## src/rtl/cia_bus_sequencer.sv

```systemverilog
// rtl/cia_bus_sequencer.sv - Round-robin sequencer granting two requesters whole E periods on a pair of CIAs.
// E is a free-running divide-by-10 phase clock; each access occupies one full E period.
module cia_bus_sequencer (
  input  logic       CLK,
  input  logic       RES,
  input  logic       REQ0,
  input  logic       REQ1,
  input  logic       WE0,
  input  logic       WE1,
  input  logic [4:0] ADDR0,
  input  logic [4:0] ADDR1,
  input  logic [7:0] WDATA0,
  input  logic [7:0] WDATA1,
  output logic       ACK0,
  output logic       ACK1,
  output logic [7:0] RDATA,
  output logic       E,
  output logic       _CS_A,
  output logic       _CS_B,
  output logic       R_W,
  output logic [3:0] RS,
  output logic [7:0] D_OUT,
  output logic       D_OE,
  input  logic [7:0] D_IN
);

  typedef enum logic {S_IDLE, S_ACCESS} state_t;

  state_t     r_state;
  state_t     w_state_next;
  logic [3:0] r_ph;
  logic [3:0] w_ph_next;
  logic       w_ph_end;
  logic       r_e;
  logic       r_last;
  logic       r_sel;
  logic       r_we;
  logic [4:0] r_addr;
  logic [7:0] r_wdata;
  logic [7:0] r_rdata;
  logic       r_ack0;
  logic       r_ack1;
  logic       w_access;
  logic       w_elig0;
  logic       w_elig1;
  logic       w_grant;
  logic       w_win;

  assign w_access  = (r_state == S_ACCESS);
  assign w_ph_end  = (r_ph == 4'd9);
  assign w_ph_next = w_ph_end ? 4'd0 : r_ph + 4'd1;

  // The requester currently on the bus is masked so only the other side can be re-granted back-to-back.
  assign w_elig0 = REQ0 & ~(w_access & ~r_sel);
  assign w_elig1 = REQ1 & ~(w_access & r_sel);
  assign w_grant = w_ph_end & (w_elig0 | w_elig1);
  assign w_win   = (w_elig0 & w_elig1) ? ~r_last : w_elig1;

  always_ff @(posedge CLK or posedge RES) begin
    if (RES) begin
      r_state <= S_IDLE;
    end else begin
      r_state <= w_state_next;
    end
  end

  always_comb begin
    w_state_next = r_state;
    if (w_ph_end) begin
      w_state_next = w_grant ? S_ACCESS : S_IDLE;
    end
  end

  always_comb begin
    _CS_A = ~(w_access & ~r_addr[4]);
    _CS_B = ~(w_access & r_addr[4]);
    R_W   = ~(w_access & r_we);
    D_OE  = w_access & r_we;
    RS    = r_addr[3:0];
    D_OUT = r_wdata;
    ACK0  = r_ack0;
    ACK1  = r_ack1;
    RDATA = r_rdata;
    E     = r_e;
  end

  always_ff @(posedge CLK or posedge RES) begin
    if (RES) begin
      r_ph    <= 4'd0;
      r_e     <= 1'b0;
      r_last  <= 1'b1;
      r_sel   <= 1'b0;
      r_we    <= 1'b0;
      r_addr  <= 5'd0;
      r_wdata <= 8'd0;
      r_rdata <= 8'd0;
      r_ack0  <= 1'b0;
      r_ack1  <= 1'b0;
    end else begin
      r_ph   <= w_ph_next;
      r_e    <= (w_ph_next >= 4'd6);
      r_ack0 <= w_ph_end & w_access & ~r_sel;
      r_ack1 <= w_ph_end & w_access & r_sel;
      if (w_ph_end && w_access && !r_we) begin
        r_rdata <= D_IN;
      end
      if (w_grant) begin
        r_last  <= w_win;
        r_sel   <= w_win;
        r_we    <= w_win ? WE1 : WE0;
        r_addr  <= w_win ? ADDR1 : ADDR0;
        r_wdata <= w_win ? WDATA1 : WDATA0;
      end
    end
  end

endmodule

```

## config.mk

```make
export PLATFORM = sky130hd
export DESIGN_NAME = cia_bus_sequencer
export DESIGN_NICKNAME = d
export VERILOG_FILES = /design/src/rtl/cia_bus_sequencer.sv
export SDC_FILE = /design/constraint.sdc
export NUM_CORES = 1
export LEC_CHECK = 0
export ABC_AREA = 1
export CORE_MARGIN = 2
export CORE_UTILIZATION = 30
export DETAILED_ROUTE_END_ITERATION = 10
export GPL_TIMING_DRIVEN = 1
export PLACE_DENSITY = 0.58
export SETUP_SLACK_MARGIN = 0.5
export SKIP_LAST_GASP = 1
export SYNTH_ARGS = -nofsm -noshare
export SYNTH_HDL_FRONTEND = slang
export SYNTH_SLANG_ARGS = --single-unit
```

## constraint.sdc

```tcl
create_clock -name CLK -period 2.5 [get_ports CLK]
set_clock_uncertainty 0.1 [all_clocks]
set_input_delay 0.75 -clock CLK [delete_from_list [all_inputs] [get_ports CLK]]
set_output_delay 0.75 -clock CLK [all_outputs]
set_load 0.05 [all_outputs]
```

# [After elaboration in Yosys (flattened, before gate mapping)]
# Index checks and enable logic that the tools add are counted.
# Widths: inputs -> output; s select.
[word_totals] ff_bits=32 latch_bits=0 ramBits=0 romBits=0 input_bits=40 word_cells=44 mem_count=0
[op_classes] n_addsub=1 multipliers=0 n_div=0 magnitude_cmp=1 n_eq_ne=1 n_shift=0 muxes=6 n_bitwise=21 reduce_logical=3
[ops] operator="$and 1x1->1" count=12
[ops] operator="$mux 8" count=1
[ops] operator="$not 1->1" count=8
[ops] operator="$mux 5" count=1
[ops] operator="$add 4x1->4 const B" count=1
[ops] operator="$eq 4x4->1 const B" count=1
[ops] operator="$ge 4x3->1 const B" count=1
[ops] operator="$mux 4" count=1
[ops] operator="$mux 1" count=3
[ops] operator="$logic_and 1x1->1" count=2
[ops] operator="$logic_not 1->1" count=1
[ops] operator="$or 1x1->1" count=1

# [Depth between registers and ports, before layout]
# Gate-level depths: netlist of the first run.
[depth] ltp_word=7 ltp_mapped=8

# [Worst setup path before layout of the first run]
# Ideal clock, no wire load.
[synth_timing] path_type="reg-to-output" startpoint="register r_state" endpoint="output port D_OE" t_arrival_ns=1.133 t_required_ns=1.650 path_slack_ns=0.517 path_stages_with_launch=3 path_cell_list="dfrtp_1 -> nand2_1 -> inv_1"
[synth_between] elab_chain_len=1
[synth_lines] element="start: declaration" line_no="29" text="state_t r_state;"
[synth_lines] element="start signal: assignment" line_no="63" text="r_state <= w_state_next;"
[synth_lines] element="$and 1x1->1" line_no="78" text="D_OE = w_access & r_we;"
[synth_lines] element="end: declaration" line_no="23" text="output logic D_OE,"
# Every way passes these cells.

# [Worst setup path in the final report of the first run]
# Same ends and word-level chain as after synthesis.

==> results of run 1 <==
[where the power goes]
part	total (mW)	internal, mW	switching [mW]
Combinational	0.710	0.219	0.492
Sequential	0.649	0.603	0.0459
Clock	0.426	0.245	0.181
[sequential cells by signal, indices dropped and copies added, names as in the netlist]
name,cells
ACK1,1
r_state,1
r_ph,4
r_addr,5
E,1
D_OUT,8
r_last,1
RDATA,8
r_we,1
r_sel,1
ACK0,1
[cell families after synthesis]
family | synth area share [%]
AND/OR/NAND/NOR | 33.2
flip-flops | 49.7
buffers and inverters | 14.1
AO/OA/AOI/OAI | 2.95
[final cells by class]
| cell class | instances | area (µm²) | share of cell area (%) |
|---|---|---|---|
| multi-input cells | 126 | 588 | 25.0 |
| inverters | 40 | 153 | 6.48 |
| repair buffers | 72 | 629 | 26.7 |
| well taps | 70 | 87.6 | 3.72 |
| flip-flops and latches | 32 | 802 | 34.0 |
| clock buffers | 7 | 96.3 | 4.09 |
[how the worst max path moves through the flow]
stage,endpoint,slack (ps),cells past startpoint
after global routing,D_OE,480,4
after floorplan,D_OE,520,2
final,D_OE,540,4
after global placement,r_addr[2],350,7
after CTS,D_OUT[6],460,1
after detailed placement,r_addr[1],330,7
[per-layer routing]
metal | global-route usage, % | routed length, µm | vias up | part of all wire, %
li1 | - | - | 763 | -
met1 | 18.0 | 1740 | 667 | 44
met2 | 23.5 | 1860 | 52 | 47
met3 | 4.35 | 301 | 5 | 7.6
met4 | 4.82 | 47 | 0 | 1.2
met5 | 0 | 0 | - | 0
[critical path, cell delays in order (launching register included)]
cell and delay (ps):
dfrtp_1 390, buf_4 150, nand2_2 70, inv_1 40, buf_4 180
[synth_stat cells (all sizes together)]
cell type  instances
inv               40
nor2               5
dfrtp             31
nand4              1
o21ai              4
dfstp              1
o21bai             1
a21oi              1
nand2             73
nand3             40
or2                1
buf               10
[what timing repair did]
action | 4_1_cts | 5_1_grt
resized for setup | 51 | 21
setup endpoints to repair | 24 | 20
hold buffers | 0 | 0
setup buffers | 1 | 0
==> results.toml, run 1 <==
[run_status]
status = "complete, no violations"

[setup_path]
worstReg2RegStart = "r_state"
required_ps = 1650
cp-start-kind = "flip-flop"
rr_endpoint = "r_addr[1]"
r2r_slack_ps = 920
cp.arrival_ps = 1110
cp_max_fo = 4
path_class = "flip-flop to output port"
crit_path_end_kind = "output port"
r2r_cells = 8
crit_path_start = "r_state"

[floorplanning]
dieHeight_um = 77.3
start_util_pct = 31.4
ioPinCount = 67
rows = 26
coreArea_um2 = 5140
die_w_um = 77.3
dieArea_um2 = 5980

[logic_synthesis]
yosysSeqAreaShare_pct = 49.7
syn_nets = 248
synth_cell_types = 21
synth.area.top_cells = "dfrtp_1 48%, nand2_1 16%, nand3_1 12%"
ys_seq_elements = 32
avgSynthCellArea_um2 = 7.75
netlist_area_um2 = 1610
synth_largest_area_cell = "dfrtp_1"
yosysTopAreaCellShare_pct = 48.1
synth_cells = 208
yosys_warnings = 0

[route]
drt_first_pass_iters = 4
routed_wirelength_um = 3950
drt_iter0_drc = 50
drc = 0
wl_per_cell_um = 11.4
via_count = 1487
ant_nets = 0
avgViaCountPerCell = 4.29

[sta]
holdWs_ps = 365
fmax_mhz = 510
fin_ws_ps = 539
slew_headroom_pct = 66.9
tightest_slew_ps = 498
setup_violations = 0
fin_crit_sh_pct = 78.4
finalMaxSlewViolations = 0
rsz0062_at_grt = "true"
fin_tns_setup_ps = 0
min_period_ps = 1960
finalHoldViolCount = 0

[global_route]
grt_overflow = 0
track_usage_pct = 14.4
grt_pass1_wl_um = 6870
grt_antenna_before_repair = 0
first_global_vias = 1525
grt_max_degree = 33

[place]
numPortBuffers = 66
place_area_um2 = 2310
pre_cts_slack_ps = 328
place_hpwl_um = 2800
gp_congestion = 0.731
dp_cells = 339

[cells_and_area]
drive_gt1_share_pct = 18.8
layout_common_cells = "69 x nand2_1, 40 x nand3_1, 39 x clkdlybuf4s50_1"
area_growth_syn_to_layout_pct = 46.1
nFillCells = 590
final_nets = 317
finish.instance_area_um2 = 2360
final_core_util_pct = 45.8
mostFrequentLayoutCell = "nand2_1"
instances_no_fill = 347
n_antenna_cell = 0

[clocking]
clkSlewWorstSetupHoldPaths_ps = 60
cts_buffers = 5
cts_tree = "yes"
htree_num_levels = 2
clock-sinks = 32
clockRootBuffer = "clkbuf_8"
clockBufferDepth = 2
clk_latency_ps = 280

[min_path]
holdPathEnd = "r_last"
hold_class = "flip-flop to flip-flop"
worstHoldStart = "r_last"
hold_depth = 2

[pwr]
p_total_mw = 1.79
power_density_nw_per_um2 = 758
p_leak_nw = 1.28
vdd_drop_max_mv = 0.264

[job]
maxCapViolCount = 0
Power figures use the tool's default switching activity.
==> inputs of run 2 (changes only) <==
==> constraint.sdc (replaced) <==
create_clock -name CLK -period 2 [get_ports CLK]
set_clock_uncertainty 0.1 [all_clocks]
set_input_delay 0.6 -clock CLK [delete_from_list [all_inputs] [get_ports CLK]]
set_output_delay 0.6 -clock CLK [all_outputs]
set_load 0.05 [all_outputs]
==> results.toml, run 2 (synthesis gave the netlist of run 1 again) <==
[sta]
fin_tns_setup_ps = 0
setup_violations = 0
fmax_mhz = 548
finalHoldViolCount = 0
min_period_ps = 1830
finalMaxSlewViolations = 0
tightest_slew_ps = 267
slew_headroom_pct = 82.1
fin_crit_sh_pct = 91.3
rsz0062_at_grt = "true"

[floorplanning]
start_util_pct = 31.4
die_w_um = 77.3
rows = 26
ioPinCount = 67
coreArea_um2 = 5140
dieHeight_um = 77.3
dieArea_um2 = 5980

[global_route]
grt_overflow = 0
grt_pass1_wl_um = 7110
track_usage_pct = 15.0
grt_max_degree = 33
grt_antenna_before_repair = 0
first_global_vias = 1583

[route]
avgViaCountPerCell = 4.19
drt_iter0_drc = 49
drc = 0
wl_per_cell_um = 11.3
routed_wirelength_um = 4170
ant_nets = 0
drt_first_pass_iters = 4
via_count = 1542

[cells_and_area]
area_growth_syn_to_layout_pct = 71.9
drive_gt1_share_pct = 27.9
mostFrequentLayoutCell = "nand2_1"
n_antenna_cell = 0
final_core_util_pct = 53.9
finish.instance_area_um2 = 2770
final_nets = 337
layout_common_cells = "65 x nand2_1, 39 x nand3_1, 37 x clkdlybuf4s50_1"

[setup_path]
endpoint = "_CS_A"
worstReg2RegStart = "r_state"
rr_endpoint = "D_OUT[1]"
cp_max_fo = 4
crit_path_end_kind = "output port"
cp-start-kind = "flip-flop"
crit_path_start = "r_state"
cp.arrival_ps = 1130
r2r_slack_ps = 510
path_class = "flip-flop to output port"
r2r_cells = 8
required_ps = 1300

[clocking]
clockBufferDepth = 2
cts_tree = "yes"
clkSlewWorstSetupHoldPaths_ps = 70
clockRootBuffer = "clkbuf_8"
clk_latency_ps = 280
clock-sinks = 32
cts_buffers = 5
htree_num_levels = 2
ctsHoldBuffers = 0

[place]
gp_congestion = 0.765
numPortBuffers = 66
place_area_um2 = 2370
place_hpwl_um = 2790

[pwr]
power_density_nw_per_um2 = 949
vdd_drop_max_mv = 0.501
p_leak_nw = 1.47

[run_status]
status = "complete, no violations"

[job]
maxCapViolCount = 0

[min_path]
hold_class = "flip-flop to flip-flop"
## run 2: cell types whose count changed in the layout (fill, tap and decap cells not counted), moves of 4 or more
cell / delta
buf_6: +26
clkbuf_2: -16
buf_4: +8
buf_12: +7
nand2_4: +6
clkdlybuf4s15_2: -5
nand2_1: -4
## run 2: metrics by stage
stage | setup slack (ps) | cells | total power [mW] | hold WS (ps)
6_report | 175 | 368 | 2.63 | 379
5_1_grt | 135 | 368 | 2.78 | 413
2_1_floorplan | 431 | 208 | 1.47 | 342
3_5_place_dp | 49.7 | 343 | 1.82 | 361
3_3_place_gp | 73.8 | 343 | 1.82 | 357
4_1_cts | 168 | 361 | 2.60 | 371
## run 2: final cells by class
type / instances / area [µm²]
clock buffer: 5 / 68.8
clock inverter: 3 / 42.5
fill: 513 / 2370
inverter: 40 / 161
multi-input combinational: 127 / 639
sequential: 32 / 803
tap: 70 / 87.6
timing repair buffer: 90 / 963
timing repair inverter: 1 / 6.26
## run 2: per-layer routing
metal	track usage, %	part of all wire (%)	vias up
li1	-	-	808
met1	18.7	45	677
met2	24.2	47	50
met3	5.65	6.9	7
met4	4.11	0.91	0
met5	0	0	-
## run 2: repair_timing
action	4_1_cts	5_1_grt
endpoints found under the setup margin	43	42
cloned	1	1
resized for setup	40	6
pin swaps	2	1
buffers inserted	9	6
## run 2: worst min-delay path by stage
| stage | startpoint | slack, ps | cells after the start | endpoint |
|---|---|---|---|---|
| after detailed placement | RDATA[4] | 360 | 2 | RDATA[4] |
| after floorplan | r_last | 340 | 2 | r_last |
| after global routing | r_last | 410 | 2 | r_last |
| final | r_last | 380 | 2 | r_last |
| after global placement | RDATA[2] | 360 | 2 | RDATA[2] |
| after CTS | r_last | 370 | 2 | r_last |
## run 2: critical path, cell delays in order (launching register included)
cell     delay [ps]
dfrtp_2         420
inv_2            50
or2_4           230
buf_12          150
## run 2: where the power goes
group	leakage (nW)	switching (mW)	internal, mW
clock	0.0541	0.248	0.368
sequential	0.381	0.0815	0.755
combinational	1.04	0.667	0.512
